==> src/rtl/replacer_arbiter.sv <==
`default_nettype none
// ============================================================================
// Module      : replacer_arbiter
// Description : Round-robin arbiter that shares one replacer_extend datapath
//               between N_CH requester channels. Each packet is defined by a
//               descriptor giving the number of vid bytes and cnt entries.
//               The granted channel's FIFOs are forwarded until both quotas
//               are consumed. The datapath is then drained and cleared with a
//               one-cycle reset before the next grant.
// Ports       : clk, rst          - clock, synchronous active-high reset
//               clk_en            - global enable for all state
//               out_afull         - downstream almost-full (gates drain count)
//               desc_*            - per-channel show-ahead descriptor FIFOs
//                                   {vid_len[7:0], cnt_len[7:0]}, L => L+1
//               vid_*, cnt_*      - per-channel data FIFOs
//               last_sign         - per-channel sign forwarded to datapath
//               dp_*              - datapath-facing mux, strobes, reset_n
//               grant, busy       - one-hot grant, high outside arbitration
//               out_ch            - granted channel index (optional)
// Options     : define REPLACER_ARB_TAG_EN to add the out_ch tag output.
// Revision    : 1.0 - initial release
// ============================================================================
module replacer_arbiter #(
    parameter int N_CH      = 4,
    parameter int DRAIN_CYC = 4
) (
    input  logic                    clk,
    input  logic                    rst,
    input  logic                    clk_en,
    input  logic                    out_afull,
    input  logic [N_CH*16-1:0]      desc_in,
    input  logic [N_CH-1:0]         desc_empty,
    output logic [N_CH-1:0]         desc_rd,
    input  logic [N_CH*8-1:0]       vid_in,
    input  logic [N_CH-1:0]         vid_empty,
    output logic [N_CH-1:0]         vid_rd,
    input  logic [N_CH*8-1:0]       cnt_in,
    input  logic [N_CH-1:0]         cnt_empty,
    output logic [N_CH-1:0]         cnt_rd,
    input  logic [N_CH-1:0]         last_sign,
    output logic [7:0]              dp_vid,
    output logic [7:0]              dp_cnt,
    output logic                    dp_vid_empty,
    output logic                    dp_cnt_empty,
    output logic                    dp_last_sign,
    input  logic                    dp_vid_rd,
    input  logic                    dp_cnt_rd,
    input  logic                    dp_data_wr,
    output logic                    dp_rst_n,
    output logic [N_CH-1:0]         grant,
    output logic                    busy
`ifdef REPLACER_ARB_TAG_EN
    ,
    output logic [$clog2(N_CH)-1:0] out_ch
`endif
);

    localparam int c_IW = $clog2(N_CH);

    localparam logic [1:0] c_ARB   = 2'd0;
    localparam logic [1:0] c_RUN   = 2'd1;
    localparam logic [1:0] c_DRAIN = 2'd2;
    localparam logic [1:0] c_CLR   = 2'd3;

    localparam logic [3:0] c_DRAIN_LAST = 4'(DRAIN_CYC - 1);

    logic [1:0]      r_state;
    logic [1:0]      w_state_nxt;
    logic [N_CH-1:0] r_grant;
    logic [c_IW-1:0] r_gidx;
    logic [c_IW-1:0] r_last;
    logic [8:0]      r_vid_rem;
    logic [8:0]      r_cnt_rem;
    logic [3:0]      r_drain_cnt;

    logic            w_found;
    logic [c_IW-1:0] w_win;
    logic [c_IW:0]   w_sum;
    logic [15:0]     w_win_desc;
    logic            w_vid_pop;
    logic            w_cnt_pop;
    logic            w_drain_inc;
    logic            w_drain_done;
    logic            w_quota_done;

    // ------------------------------------------------------------------------
    // Rotating-priority search. Offsets are walked from farthest to nearest
    // so the last hit (smallest offset from last_grant) wins without a break.
    // The sum is kept below 2*N_CH, so one conditional subtract is a modulo.
    // ------------------------------------------------------------------------
    always_comb begin
        w_found = 1'b0;
        w_win   = '0;
        w_sum   = '0;
        for (int k = N_CH; k >= 1; k--) begin
            w_sum = {1'b0, r_last} + (c_IW+1)'(k);
            if (w_sum >= (c_IW+1)'(N_CH)) begin
                w_sum = w_sum - (c_IW+1)'(N_CH);
            end
            if (!desc_empty[w_sum[c_IW-1:0]]) begin
                w_found = 1'b1;
                w_win   = w_sum[c_IW-1:0];
            end
        end
    end

    assign w_win_desc = desc_in[{w_win, 4'b0000} +: 16];

    // Pops are what the datapath actually consumes; the forced-empty view
    // already blocks reads once a quota is exhausted.
    assign w_vid_pop    = (r_state == c_RUN) & dp_vid_rd & ~dp_vid_empty;
    assign w_cnt_pop    = (r_state == c_RUN) & dp_cnt_rd & ~dp_cnt_empty;
    assign w_quota_done = (r_vid_rem == 9'd0) & (r_cnt_rem == 9'd0);

    assign w_drain_inc  = clk_en & ~out_afull & ~dp_data_wr;
    assign w_drain_done = (r_state == c_DRAIN) & w_drain_inc &
                          (r_drain_cnt == c_DRAIN_LAST);

    // ------------------------------------------------------------------------
    // FSM: state register
    // ------------------------------------------------------------------------
    always_ff @(posedge clk) begin
        if (rst) begin
            r_state <= c_ARB;
        end else begin
            r_state <= w_state_nxt;
        end
    end

    // ------------------------------------------------------------------------
    // FSM: next-state logic
    // ------------------------------------------------------------------------
    always_comb begin
        w_state_nxt = r_state;
        if (clk_en) begin
            case (r_state)
                c_ARB: begin
                    if (w_found) begin
                        w_state_nxt = c_RUN;
                    end
                end
                c_RUN: begin
                    if (w_quota_done) begin
                        w_state_nxt = c_DRAIN;
                    end
                end
                c_DRAIN: begin
                    if (w_drain_done) begin
                        w_state_nxt = c_CLR;
                    end
                end
                c_CLR: begin
                    w_state_nxt = c_ARB;
                end
                default: begin
                    w_state_nxt = c_ARB;
                end
            endcase
        end
    end

    // ------------------------------------------------------------------------
    // FSM: outputs. Reads are suppressed while rst is high so that a reset
    // arriving mid-packet cannot pop a FIFO on the reset edge.
    // ------------------------------------------------------------------------
    always_comb begin
        desc_rd      = '0;
        vid_rd       = '0;
        cnt_rd       = '0;
        dp_vid       = '0;
        dp_cnt       = '0;
        dp_vid_empty = 1'b1;
        dp_cnt_empty = 1'b1;
        dp_last_sign = 1'b0;
        busy         = (r_state != c_ARB);
        dp_rst_n     = ~rst & (r_state != c_CLR);

        if ((r_state == c_ARB) && w_found && clk_en && !rst) begin
            desc_rd[w_win] = 1'b1;
        end

        if (r_state == c_RUN) begin
            dp_vid       = vid_in[{r_gidx, 3'b000} +: 8];
            dp_cnt       = cnt_in[{r_gidx, 3'b000} +: 8];
            dp_last_sign = last_sign[r_gidx];
            dp_vid_empty = vid_empty[r_gidx] | (r_vid_rem == 9'd0);
            dp_cnt_empty = cnt_empty[r_gidx] | (r_cnt_rem == 9'd0);
            if (!rst) begin
                vid_rd[r_gidx] = dp_vid_rd & ~dp_vid_empty;
                cnt_rd[r_gidx] = dp_cnt_rd & ~dp_cnt_empty;
            end
        end
    end

    // ------------------------------------------------------------------------
    // Grant, quota counters and drain counter
    // ------------------------------------------------------------------------
    always_ff @(posedge clk) begin
        if (rst) begin
            r_grant     <= '0;
            r_gidx      <= '0;
            r_last      <= c_IW'(N_CH - 1);
            r_vid_rem   <= '0;
            r_cnt_rem   <= '0;
            r_drain_cnt <= '0;
        end else if (clk_en) begin
            case (r_state)
                c_ARB: begin
                    if (w_found) begin
                        r_grant   <= {{(N_CH-1){1'b0}}, 1'b1} << w_win;
                        r_gidx    <= w_win;
                        r_last    <= w_win;
                        r_vid_rem <= {1'b0, w_win_desc[15:8]} + 9'd1;
                        r_cnt_rem <= {1'b0, w_win_desc[7:0]} + 9'd1;
                    end
                end
                c_RUN: begin
                    if (w_vid_pop) begin
                        r_vid_rem <= r_vid_rem - 9'd1;
                    end
                    if (w_cnt_pop) begin
                        r_cnt_rem <= r_cnt_rem - 9'd1;
                    end
                end
                c_DRAIN: begin
                    // Any write restarts the quiet window; the counter is
                    // cleared on exit so the next packet starts from zero.
                    if (dp_data_wr) begin
                        r_drain_cnt <= '0;
                    end else if (w_drain_done) begin
                        r_drain_cnt <= '0;
                    end else if (w_drain_inc) begin
                        r_drain_cnt <= r_drain_cnt + 4'd1;
                    end
                end
                c_CLR: begin
                    r_grant <= '0;
                end
                default: begin
                    r_grant <= '0;
                end
            endcase
        end
    end

    assign grant = r_grant;

`ifdef REPLACER_ARB_TAG_EN
    // The granted index is loaded at grant time and held through CLR, so it
    // is stable across every datapath write of the packet.
    assign out_ch = r_gidx;
`endif

endmodule
`default_nettype wire

==> config.mk <==
export PLATFORM = sky130hd
export DESIGN_NAME = replacer_arbiter
export DESIGN_NICKNAME = d
export VERILOG_FILES = /design/src/rtl/replacer_arbiter.sv
export SDC_FILE = /design/constraint.sdc
export NUM_CORES = 1
export LEC_CHECK = 0
export ABC_AREA = 1
export CAP_MARGIN = 5
export CORE_MARGIN = 5
export CORE_UTILIZATION = 50
export DETAILED_ROUTE_END_ITERATION = 16
export DONT_BUFFER_PORTS = 1
export PLACE_DENSITY = 0.77
export SLEW_MARGIN = 20
export SYNTH_ARGS = -nofsm -noshare
export SYNTH_HDL_FRONTEND = slang
export SYNTH_SLANG_ARGS = --single-unit
==> constraint.sdc <==
create_clock -name clk -period 2.7 [get_ports clk]
set_input_delay 0.675 -clock clk [delete_from_list [all_inputs] [get_ports clk]]
set_output_delay 0.675 -clock clk [all_outputs]
set_load 0.1 [all_outputs]
==> impl_metrics.toml <==
[status]
outcome = "finished clean"

[detailed_routing]
drt_iter0_drc = 362
via_count = 4447
remaining_drc_errors = 0
ant_nets = 0
firstDrtPassIters = 6
wl_per_cell_microns = 16.2
vias_per_cell = 5.75
routed_wirelength_mm = 12.6

[clocking]
cts_tree = "built"
cts_hold_buffers = 0
cts_buffers = 5
cts-root-buf = "clkbuf_8"
cts.sinks = 32
clockBufferDepth = 2
clk_pin_slew_ps = 60
cts.htree.levels = 2
clk_latency_ps = 290

[power]
total_power_uw = 5920
leakagePower_uw = 0.00224
max-vdd-ir-drop_mv = 0.708
power_density_mw_per_mm2 = 1190

[min_path]
min_from = "rst"
hold_path_class = "input port to flop"

[layout]
fin_nets = 838
layout_common_cells = "nand2_1, inv_1, nor2_1"
drive_gt1_share_pct = 25.8
fin_util_pct = 68.3
final_common_cell = "nand2_1"
diodes = 0
syn_to_final_growth_pct = 33.8

[setup_path]
cp_slowest_cell = "dfxtp_4"
r2r_setup_slack_ps = 210
path_max_fanout = 5
arrival_ps = 1970
cpMostUsedCell = "nand2_2"
critical_path.max_stage_delay_ps = 350
end_kind = "primary output"
critPathTopFamily = "simple AND/OR/NAND/NOR gates"
cp.buffers_inverters = 5
critical_path_required_ps = 2030
start_kind = "flop"
r2r_start = "r_last[0]$_SDFFE_PP1P_"
critical_path_class = "flop to primary output"
crit_path_start = "r_last[0]$_SDFFE_PP1P_"
crit_chain = "buf_12, inv_8, nand2_1, nand2_1, nand2_2, nand2_2, clkinv_4, nand2_4, nand2_2, nand2_4, nand2_2, buf_4, nor2_4, buf_12"

[global_route]
grt-busiest-layer = "met2"
antenna_found_initial = 0
grt_first_pass_wirelength_mm = 19.4
grt_use_met3_pct = 4.53
grt_use_met2_pct = 49.3
grt_start_max_net_pins = 27
grt_usage_pct = 26.2
global_route.usage.met1_pct = 30.0
globalRouteOverflowTotal = 0
grt_pass1_vias = 4259

[job]
max-cap-violations = 0

[synth]
yosys.area.top_type = "dfxtp_1"
synth_area_leaders = "dfxtp_1, nand2_1, a21oi_1, a22oi_1, nand3_1"
synth_warnings = 0
syn_inst = 621
yosys.area.top_type_share_pct = 17.3
ys_ff_latch = 32
ys_seq_area_share_pct = 17.3
synth.cell_area_sq_mm = 0.00370
synth_nets = 784
ys_types = 47
syn_avg_cell_area_sq_um = 5.97

[timing]
finalHoldViolations = 0
max_freq_mhz = 378
period_needed_ps = 2650
setup_viol = 0
layout_setup_ws_ps = 51.7
worst_slew_pin_slew_ps = 464
rsz0062_at_grt = "yes"
slew_headroom_pct = 68.8
period_share_pct = 98.1
finClkSkew_ps = 6.41
timing.final.max_slew_violations = 0

[floorplanning]
ios = 188
core_area_sq_mm = 0.00725
rows = 31
start_util_pct = 51.1
die_h_microns = 96.1
die_w_microns = 96.1
dieArea_sq_mm = 0.00923

[placed_design]
io_buffers = 0
dp_hpwl_mm = 10.4
place_congestion = 0.893
dp_slack_ps = -56.0
-- state kept, by name, summed over array words and instances (netlist names) --
register / flops
r_cnt_rem: 9
r_vid_rem: 9
grant: 4
r_drain_cnt: 4
r_gidx: 2
r_last: 2
r_state: 2
-- cells in the mapped netlist, drive strengths merged --
master / n
inv: 68
a21oi: 59
dfxtp: 32
nand2: 156
o21bai: 1
o21a: 1
ha: 12
nor3: 3
a22oi: 38
a31oi: 1
nand4: 5
nor4: 2
or2: 6
a211oi: 2
o221ai: 1
or3: 1
nand3: 59
buf: 12
and3: 2
nor2: 84
xnor2: 2
o22ai: 5
xor2: 7
o211ai: 2
clkbuf: 15
clkinv: 3
nand3b: 10
o21ai: 32
-- power by group --
| part | switching (uW) | internal, uW | leakage (uW) |
|---|---|---|---|
| sequential | 140 | 617 | 0.000264 |
| combinational | 3150 | 1670 | 0.00194 |
| clock | 171 | 175 | 0.0000410 |
-- cells by family after synthesis --
logic type               after synthesis  share of synthesized area [%]
XOR/XNOR                               9                           2.13
buffers and inverters                 98                           12.3
AO/OA/AOI/OAI                        142                           22.9
adder cells (fa/ha/maj)               12                           4.05
flip-flops                            32                           17.3
AND/OR/NAND/NOR                      328                           41.4
-- path summary, 6_finish.rpt --
path                            depth (start not counted)                         to
worst max-delay path                                   14                 desc_rd[0]
worst min-delay path                                    1     r_gidx[1]$_SDFFE_PP0P_
worst max register to register                         17  r_vid_rem[6]$_SDFFE_PP0P_
worst min register to register                          2     r_gidx[1]$_SDFFE_PP0P_
-- per-layer routing --
layer  vias to the layer above  wire length, microns
met5                         -                     0
met4                         0                   238
met3                        22                  1110
met2                       242                  6430
met1                      2010                  4780
li1                       2173                     -
-- timing repair --
action | 4_1_cts | 5_1_grt
pin swaps | 0 | 4
buffers inserted | 0 | 5
cloned | 0 | 1
endpoints found under the setup margin | 6 | 11
resized for setup | 5 | 11
-- area by class of cell --
class	instances	area (sq um)
inverter	71	285
tap	99	124
sequential	32	649
multi-input combinational	491	2870
clock buffer	6	72.6
fill	600	2300
timing repair inverter	1	6.26
clock inverter	1	5.00
timing repair buffer	73	946
-- stage by stage --
step	area (sq um)	setup TNS [ps]	std cells	hold slack [ps]
2_1_floorplan	3920	-4050	621	462
3_3_place_gp	4780	0	761	470
3_5_place_dp	4780	-131	761	482
4_1_cts	4870	0	768	440
5_1_grt	4960	-74.1	774	431
6_report	4960	0	774	442
-- worst reg2reg max path: stages, from the launching register on --
cell,delay (ps)
dfxtp_4,360
buf_12,120
inv_4,50
nand2_1,80
nand2_1,80
a21oi_1,220
buf_4,170
a21oi_4,50
buf_4,190
nand3_1,120
nand2_1,70
nor2_2,130
ha_1,200
nand3_1,150
nor2_1,160
nand2_1,70
nand3_1,100
a21oi_1,60
Note: power is estimated with default switching activity, not from simulation.
